$ cat src/rtl/lbs_pkg.sv
// Shared definitions for the CAN status-poll scheduler: poll state encoding,
// default status register address and a constant width helper.
package lbs_pkg;

  // Poll engine states
  typedef enum logic [1:0] {
    ST_IDLE  = 2'd0,
    ST_WAIT  = 2'd1,
    ST_ISSUE = 2'd2,
    ST_CAPT  = 2'd3
  } poll_state_e;

  // Status register read from every channel in a poll round
  localparam logic [7:0] STAT_ADDR_DEF = 8'h03;

  // Bits needed to hold values 0..n-1 (never less than one bit)
  function automatic int clog2(input int n);
    int w;
    w = 32'sd1;
    for (int i = 32'sd1; i < 32'sd31; i++) begin
      if ((32'sd1 << i) < n) begin
        w = i + 32'sd1;
      end else begin
        w = w;
      end
    end
    return w;
  endfunction

endpackage

$ cat src/rtl/lbs_poll_timer.sv
// Poll-round tick timer: counts 0..POLL_DIV-1 while enabled and flags the
// last count as a tick; a low enable parks the counter at zero.
module lbs_poll_timer
  import lbs_pkg::*;
#(
  parameter int POLL_DIV = 1000
) (
  input  logic clk,
  input  logic rst,
  input  logic en,
  output logic tick
);

  localparam int            TW   = clog2(POLL_DIV);
  localparam logic [TW-1:0] LAST = TW'(POLL_DIV - 1);

  logic [TW-1:0] cnt;

  // Free-running divider, held at zero while disabled
  always_ff @(posedge clk) begin
    if (rst) begin
      cnt <= '0;
    end else if (!en) begin
      cnt <= '0;
    end else if (cnt == LAST) begin
      cnt <= '0;
    end else begin
      cnt <= cnt + TW'(1);
    end
  end

  assign tick = en && (cnt == LAST);

endmodule

$ cat src/rtl/lbs_can_poll.sv
// Status-poll scheduler sharing the CAN register bus between the host and an
// autonomous poll engine. Host accesses pass straight through and always win;
// the poll engine only drives the bus after GUARD host-idle cycles.
// Optional feature macro: LBS_POLL_STICKY_EN (sticky status bytes + stat_clr).
module lbs_can_poll
  import lbs_pkg::*;
#(
  parameter int         CAN_NUMS  = 4,
  parameter int         POLL_DIV  = 1000,
  parameter int         GUARD     = 2,
  parameter logic [7:0] STAT_ADDR = STAT_ADDR_DEF
) (
  input  logic                  clk,
  input  logic                  rst,
  input  logic                  poll_en,
  input  logic [7:0]            h_addr,
  input  logic [7:0]            h_din,
  input  logic                  h_we,
  input  logic                  h_re,
  input  logic [CAN_NUMS-1:0]   h_cs_n,
  output logic [7:0]            can_lbs_addr,
  output logic [7:0]            can_lbs_din,
  output logic                  can_lbs_we,
  output logic                  can_lbs_re,
  output logic [CAN_NUMS-1:0]   can_lbs_cs_n,
  input  logic [8*CAN_NUMS-1:0] can_lbs_dout,
  output logic [8*CAN_NUMS-1:0] stat,
  output logic [CAN_NUMS-1:0]   stat_vld,
  output logic                  poll_ovr
`ifdef LBS_POLL_STICKY_EN
  ,
  input  logic [CAN_NUMS-1:0]   stat_clr
`endif
);

  localparam int             CHW     = clog2(CAN_NUMS);
  localparam int             GW      = clog2(GUARD + 1);
  localparam logic [CHW-1:0] LAST_CH = CHW'(CAN_NUMS - 1);
  localparam logic [GW-1:0]  GUARD_M = GW'(GUARD - 1);

  poll_state_e state, state_nxt;
  logic [GW-1:0]  guard, guard_nxt;
  logic [CHW-1:0] ch, ch_nxt;
  logic           ovr_nxt;
  logic           capt;
  logic           tick;
  logic           host_act;
  logic [7:0]     cap_byte;

  logic [CAN_NUMS-1:0] poll_cs_n;
  logic                poll_re;

  lbs_poll_timer #(
    .POLL_DIV (POLL_DIV)
  ) u_timer (
    .clk  (clk),
    .rst  (rst),
    .en   (poll_en),
    .tick (tick)
  );

  assign host_act = (~&h_cs_n) | h_we | h_re;
  assign cap_byte = can_lbs_dout[8*ch +: 8];

  // Poll state, guard count, channel index and overrun pulse registers
  always_ff @(posedge clk) begin
    if (rst) begin
      state    <= ST_IDLE;
      guard    <= '0;
      ch       <= '0;
      poll_ovr <= 1'b0;
    end else begin
      state    <= state_nxt;
      guard    <= guard_nxt;
      ch       <= ch_nxt;
      poll_ovr <= ovr_nxt;
    end
  end

  // Next-state logic: round start on tick, guard wait, issue with host
  // pre-emption, capture and advance to the next channel
  always_comb begin
    state_nxt = state;
    guard_nxt = guard;
    ch_nxt    = ch;
    ovr_nxt   = 1'b0;
    capt      = 1'b0;
    case (state)
      ST_IDLE: begin
        if (tick) begin
          state_nxt = ST_WAIT;
          ch_nxt    = '0;
          guard_nxt = '0;
        end else begin
          state_nxt = ST_IDLE;
        end
      end
      ST_WAIT: begin
        ovr_nxt = tick;
        if (host_act) begin
          guard_nxt = '0;
        end else if (guard == GUARD_M) begin
          guard_nxt = '0;
          state_nxt = ST_ISSUE;
        end else begin
          guard_nxt = guard + GW'(1);
        end
      end
      ST_ISSUE: begin
        ovr_nxt = tick;
        if (host_act) begin
          // Host took the bus: the poll read is void, retry this channel
          guard_nxt = '0;
          state_nxt = ST_WAIT;
        end else begin
          state_nxt = ST_CAPT;
        end
      end
      ST_CAPT: begin
        ovr_nxt = tick;
        capt    = 1'b1;
        if (ch == LAST_CH) begin
          state_nxt = ST_IDLE;
        end else begin
          ch_nxt    = ch + CHW'(1);
          guard_nxt = '0;
          state_nxt = ST_WAIT;
        end
      end
      default: begin
        state_nxt = ST_IDLE;
        guard_nxt = '0;
        ch_nxt    = '0;
      end
    endcase
  end

  // Poll-side bus drive, registered so it is only active during ISSUE
  always_ff @(posedge clk) begin
    if (rst) begin
      poll_cs_n <= '1;
      poll_re   <= 1'b0;
    end else if (state_nxt == ST_ISSUE) begin
      for (int i = 0; i < CAN_NUMS; i++) begin
        poll_cs_n[i] <= (ch_nxt != CHW'(i));
      end
      poll_re <= 1'b1;
    end else begin
      poll_cs_n <= '1;
      poll_re   <= 1'b0;
    end
  end

  // Bus mux: host passes through combinationally, otherwise the poll drive
  always_comb begin
    if (host_act) begin
      can_lbs_addr = h_addr;
      can_lbs_din  = h_din;
      can_lbs_we   = h_we;
      can_lbs_re   = h_re;
      can_lbs_cs_n = h_cs_n;
    end else begin
      can_lbs_addr = poll_re ? STAT_ADDR : 8'h00;
      can_lbs_din  = 8'h00;
      can_lbs_we   = 1'b0;
      can_lbs_re   = poll_re;
      can_lbs_cs_n = poll_cs_n;
    end
  end

  // Status bytes and their update strobes
  always_ff @(posedge clk) begin
    if (rst) begin
      stat     <= '0;
      stat_vld <= '0;
    end else begin
      for (int i = 0; i < CAN_NUMS; i++) begin
        stat_vld[i] <= capt && (ch == CHW'(i));
`ifdef LBS_POLL_STICKY_EN
        if (capt && (ch == CHW'(i))) begin
          // A clear in the capture cycle loads the new byte alone
          stat[8*i +: 8] <= (stat_clr[i] ? 8'h00 : stat[8*i +: 8]) | cap_byte;
        end else if (stat_clr[i]) begin
          stat[8*i +: 8] <= 8'h00;
        end else begin
          stat[8*i +: 8] <= stat[8*i +: 8];
        end
`else
        if (capt && (ch == CHW'(i))) begin
          stat[8*i +: 8] <= cap_byte;
        end else begin
          stat[8*i +: 8] <= stat[8*i +: 8];
        end
`endif
      end
    end
  end

endmodule
$ cat config.mk
export PLATFORM = sky130hd
export DESIGN_NAME = lbs_can_poll
export DESIGN_NICKNAME = d
export VERILOG_FILES = /design/src/rtl/lbs_pkg.sv /design/src/rtl/lbs_poll_timer.sv /design/src/rtl/lbs_can_poll.sv
export SDC_FILE = /design/constraint.sdc
export NUM_CORES = 1
export LEC_CHECK = 0
export BUFFER_PORTS_ARGS = -buffer_cell sky130_fd_sc_hd__buf_2
export CORE_AREA = 3 3 78 80
export DETAILED_ROUTE_END_ITERATION = 10
export DIE_AREA = 0 0 81 83
export HOLD_SLACK_MARGIN = 0.03
export PLACE_DENSITY = 0.79
export SLEW_MARGIN = 0
export SYNTH_ARGS = -nofsm -noshare
export SYNTH_HDL_FRONTEND = slang
export SYNTH_HIERARCHICAL = 1
export SYNTH_SLANG_ARGS = --single-unit
export TNS_END_PERCENT = 30
$ cat constraint.sdc
create_clock -name clk -period 2.4 [get_ports clk]
set_input_delay 0.12 -clock clk [delete_from_list [all_inputs] [get_ports clk]]
set_output_delay 0.12 -clock clk [all_outputs]
set_load 0.005 [all_outputs]
==> summary.txt <==
Status
  • Status: finished, final reports clean

Setup path
  • R2R depth: 8
  • Capturing point of the worst reg2reg path: poll_cs_n[2]
  • Critical path launch point type: register
  • Arrival @ worst endpoint: about 2.3 ns
  • Worst r2r src: u_timer/cnt[0]
  • CP required: ~2.6 ns
  • Internal reg-to-reg setup slack: about 0.38 ns
  • Crit Path Max Fanout: 4
  • CP Capture Type: register
  • Worst Path Class, Setup: register to register

Yosys
  • Most common cell in the synthesized netlist: dfxtp_1
  • Synthesized area: about 2500 µm²
  • Syn nets: ~340
  • Synth Flop Type: dfxtp_1
  • Share of the synthesized area in the top cell type: a little under half
  • Synth cell count leaders: dfxtp_1 (58), nand2_1 (36), nor2_1 (29), a21oi_1 (22), nand3_1 (20)
  • Sequential fraction of the synthesis area: between 40% and 50%
  • EDFF count, synth: 0
  • Ranking of synthesized cells by area: dfxtp_1 (47%), mux2i_1 (6.5%), nand2_1 (5.5%)
  • Cell variety after synth: 38
  • YS warnings: 6
  • Yosys reg bits: 58
  • Synth async-reset ratio: 0%
  • Syn avg cell area: a little under 9 µm²
  • Post-Syn Instances: 280
  • Area leader, netlist: dfxtp_1

Route
  • Final Routed Wirelength: between 6000 and 7000 µm
  • Routed Antenna Nets: 0
  • Via count of the routed design: 2380
  • Drt first pass iters: 5
  • Drt wl/cell: approximately 13 µm
  • # DRC: 0
  • Via density: about 4.8
  • Initial DRC count: ~140

Floorplan
  • Chip height: slightly above 80 µm
  • Initial Util: 45.2%
  • Die ar.: 6720 µm²
  • Core Region: roughly 5500 µm²
  • Die Width: a little over 80 µm
  • Boundary Pins: 116
  • Row count: 27

Finish
  • Number of fillers in the final layout: between 400 and 500
  • Ant diodes: 0
  • Layout area overhead: 40.9%
  • Share of cells above drive strength 1: 33.2%
  • Design Area, Final: between 3000 and 4000 µm²
  • NumNets Final: about 480

CTS
  • Clock Tree Root: clkbuf_8
  • Worst-path clk slew: approximately 0.06 ns
  • Clock sink count: slightly below 60
  • Worst-Skew Late Latency: between 0.3 and 0.4 ns
  • Bufs on Longest Clock Path: 2
  • Num CTS Buffers: 9
  • CTS tree: built
  • # H-tree levels: 3
  • # resized after CTS: 0

Worst hold path
  • Hold Path Cell Cnt: 3
  • HP Class: input pin to register
  • Hold-critical path endpoint: stat[12]
  • Hold_sp: can_lbs_dout[12]

Timing
  • Pins Over Slew Limit: 0
  • Worst Tran Pin Value: between 0.6 and 0.7 ns
  • Crit share post-route: 84.2%
  • Tmin final: roughly 2.0 ns
  • RSZ-0062 raised after global routing: false
  • Setup TNS: 0 ns
  • Final setup vio count: 0
  • Max-slew headroom: roughly 60%
  • Fin Clk Skew: 0.00477 ns
  • Fmax: roughly 490 MHz
  • Hold Vio Cnt, Final: 0

Job
  • Maxcap violations: 0

GRT
  • GRT overflow: 0
  • Vias in the first global route: 2348
  • Largest net degree at the start of global routing: 26
  • First-pass GRT wire length: between 10000 and 15000 µm
  • Total Routing Usage GR: 19.2%
  • Initial antenna violation count: 0

Place
  • IO Port Bufs: around 120
  • GP Congestion: slightly below 0.8
  • Post-DP HPWL: around 4300 µm
  • Area after DPL: about 3100 µm²

Pwr
  • Pwr/cell area: between 500 and 600 nW/µm²
  • Lkg Pwr: roughly 1.6 nW
  • VDD IR max: just under 0.0005 V
==> stage by stage <==
step | cells | utilization, % | hold WS [ns] | setup slack (ns) | total power, W
2_1_floorplan | 280 | - | 0.256 | 0.627 | 0.00102
3_3_place_gp | 456 | 56.5 | 0.349 | 0.542 | 0.00109
3_5_place_dp | 456 | 56.5 | 0.356 | 0.436 | 0.00109
4_1_cts | 494 | 63.7 | 0.0407 | 0.419 | 0.00190
5_1_grt | 494 | 63.7 | 0.0444 | 0.211 | 0.00196
6_report | 494 | 63.7 | 0.0489 | 0.379 | 0.00188
==> cell usage in the layout (no fill, tap or decap), types with 3 or more instances in the layout <==
cell type / count
a21oi_1: 22
a31oi_1: 3
and2_1: 15
buf_2: 115
clkbuf_8: 10
clkinv_2: 3
dfxtp_1: 58
dlygate4sd3_1: 22
ha_1: 5
inv_1: 7
mux2i_1: 16
nand2_1: 36
nand2b_1: 6
nand3_1: 20
nand4_1: 3
nor2_1: 29
nor2b_1: 3
nor3_1: 3
nor3b_1: 4
o21a_1: 5
o21ai_0: 7
xnor2_1: 4
==> worst max-delay path, cell delays in order, from the launching register on <==
cell and delay (ns):
dfxtp_1 0.35, ha_1 0.23, and4bb_1 0.25, nand2_1 0.11, nor3_1 0.30, nor2b_1 0.16, o21ai_0 0.22, o21a_1 0.21
nand3_1 0.08
==> registers in the layout (all words and copies together), names as in the netlist <==
| register | flops |
|---|---|
| poll_re | 1 |
| poll_ovr | 1 |
| state | 2 |
| stat_vld | 4 |
| guard | 2 |
| stat | 32 |
| u_timer/cnt | 10 |
| poll_cs_n | 4 |
| ch | 2 |
==> worst max-delay path by stage <==
stage	endpoint	startpoint	slack, ns	cells past startpoint
detailed placement	poll_cs_n[0]	u_timer/cnt[0]	0.44	8
CTS	poll_cs_n[2]	u_timer/cnt[0]	0.42	8
global placement	poll_cs_n[2]	u_timer/cnt[0]	0.54	8
finish	poll_cs_n[2]	u_timer/cnt[0]	0.38	8
global route	poll_cs_n[0]	u_timer/cnt[0]	0.21	8
floorplan	poll_cs_n[1]	state[0]	0.63	6
==> cell type report <==
| cell class | instances | area [µm²] | share of cell area (%) |
|---|---|---|---|
| clock buffers | 11 | 141 | 4.06 |
| flip-flops and latches | 58 | 1160 | 33.3 |
| inverters | 7 | 26.3 | 0.754 |
| multi-input cells | 202 | 1230 | 35.2 |
| clock inverters | 5 | 30.0 | 0.861 |
| repair buffers | 139 | 811 | 23.3 |
| well taps | 72 | 90.1 | 2.58 |
==> power breakdown <==
| group | internal (W) | switching [W] |
|---|---|---|
| sequential | 0.000964 | 0.00000110 |
| combinational | 0.0000824 | 0.0000516 |
| clock | 0.000396 | 0.000383 |
| total | 0.00144 | 0.000435 |
==> cells by family (layout without fill, tap and decap cells) <==
family	count (synthesis)	count (layout)	share of synthesized area [%]
multiplexers	16	16	6.47
flip-flops	58	58	46.9
AND/OR/NAND/NOR	131	131	27.4
XOR/XNOR	5	5	1.77
AO/OA/AOI/OAI	45	45	11.4
adder cells (fa/ha/maj)	5	5	2.53
buffers and inverters	20	162	3.49
==> per-layer routing <==
metal	wire (µm)	up-vias	GRT usage (%)
met3	515	6	8.13
met1	2530	1064	20.4
met5	0	-	0
met4	54	0	5.22
met2	3110	87	34.0
li1	-	1223	-
==> what timing repair did <==
action | CTS | global route
setup endpoints to repair | 0 | 0
hold buffers | 22 | 0
buffers inserted | 0 | 0
hold endpoints to repair | 22 | 0
(Power assumes the default switching activity.)
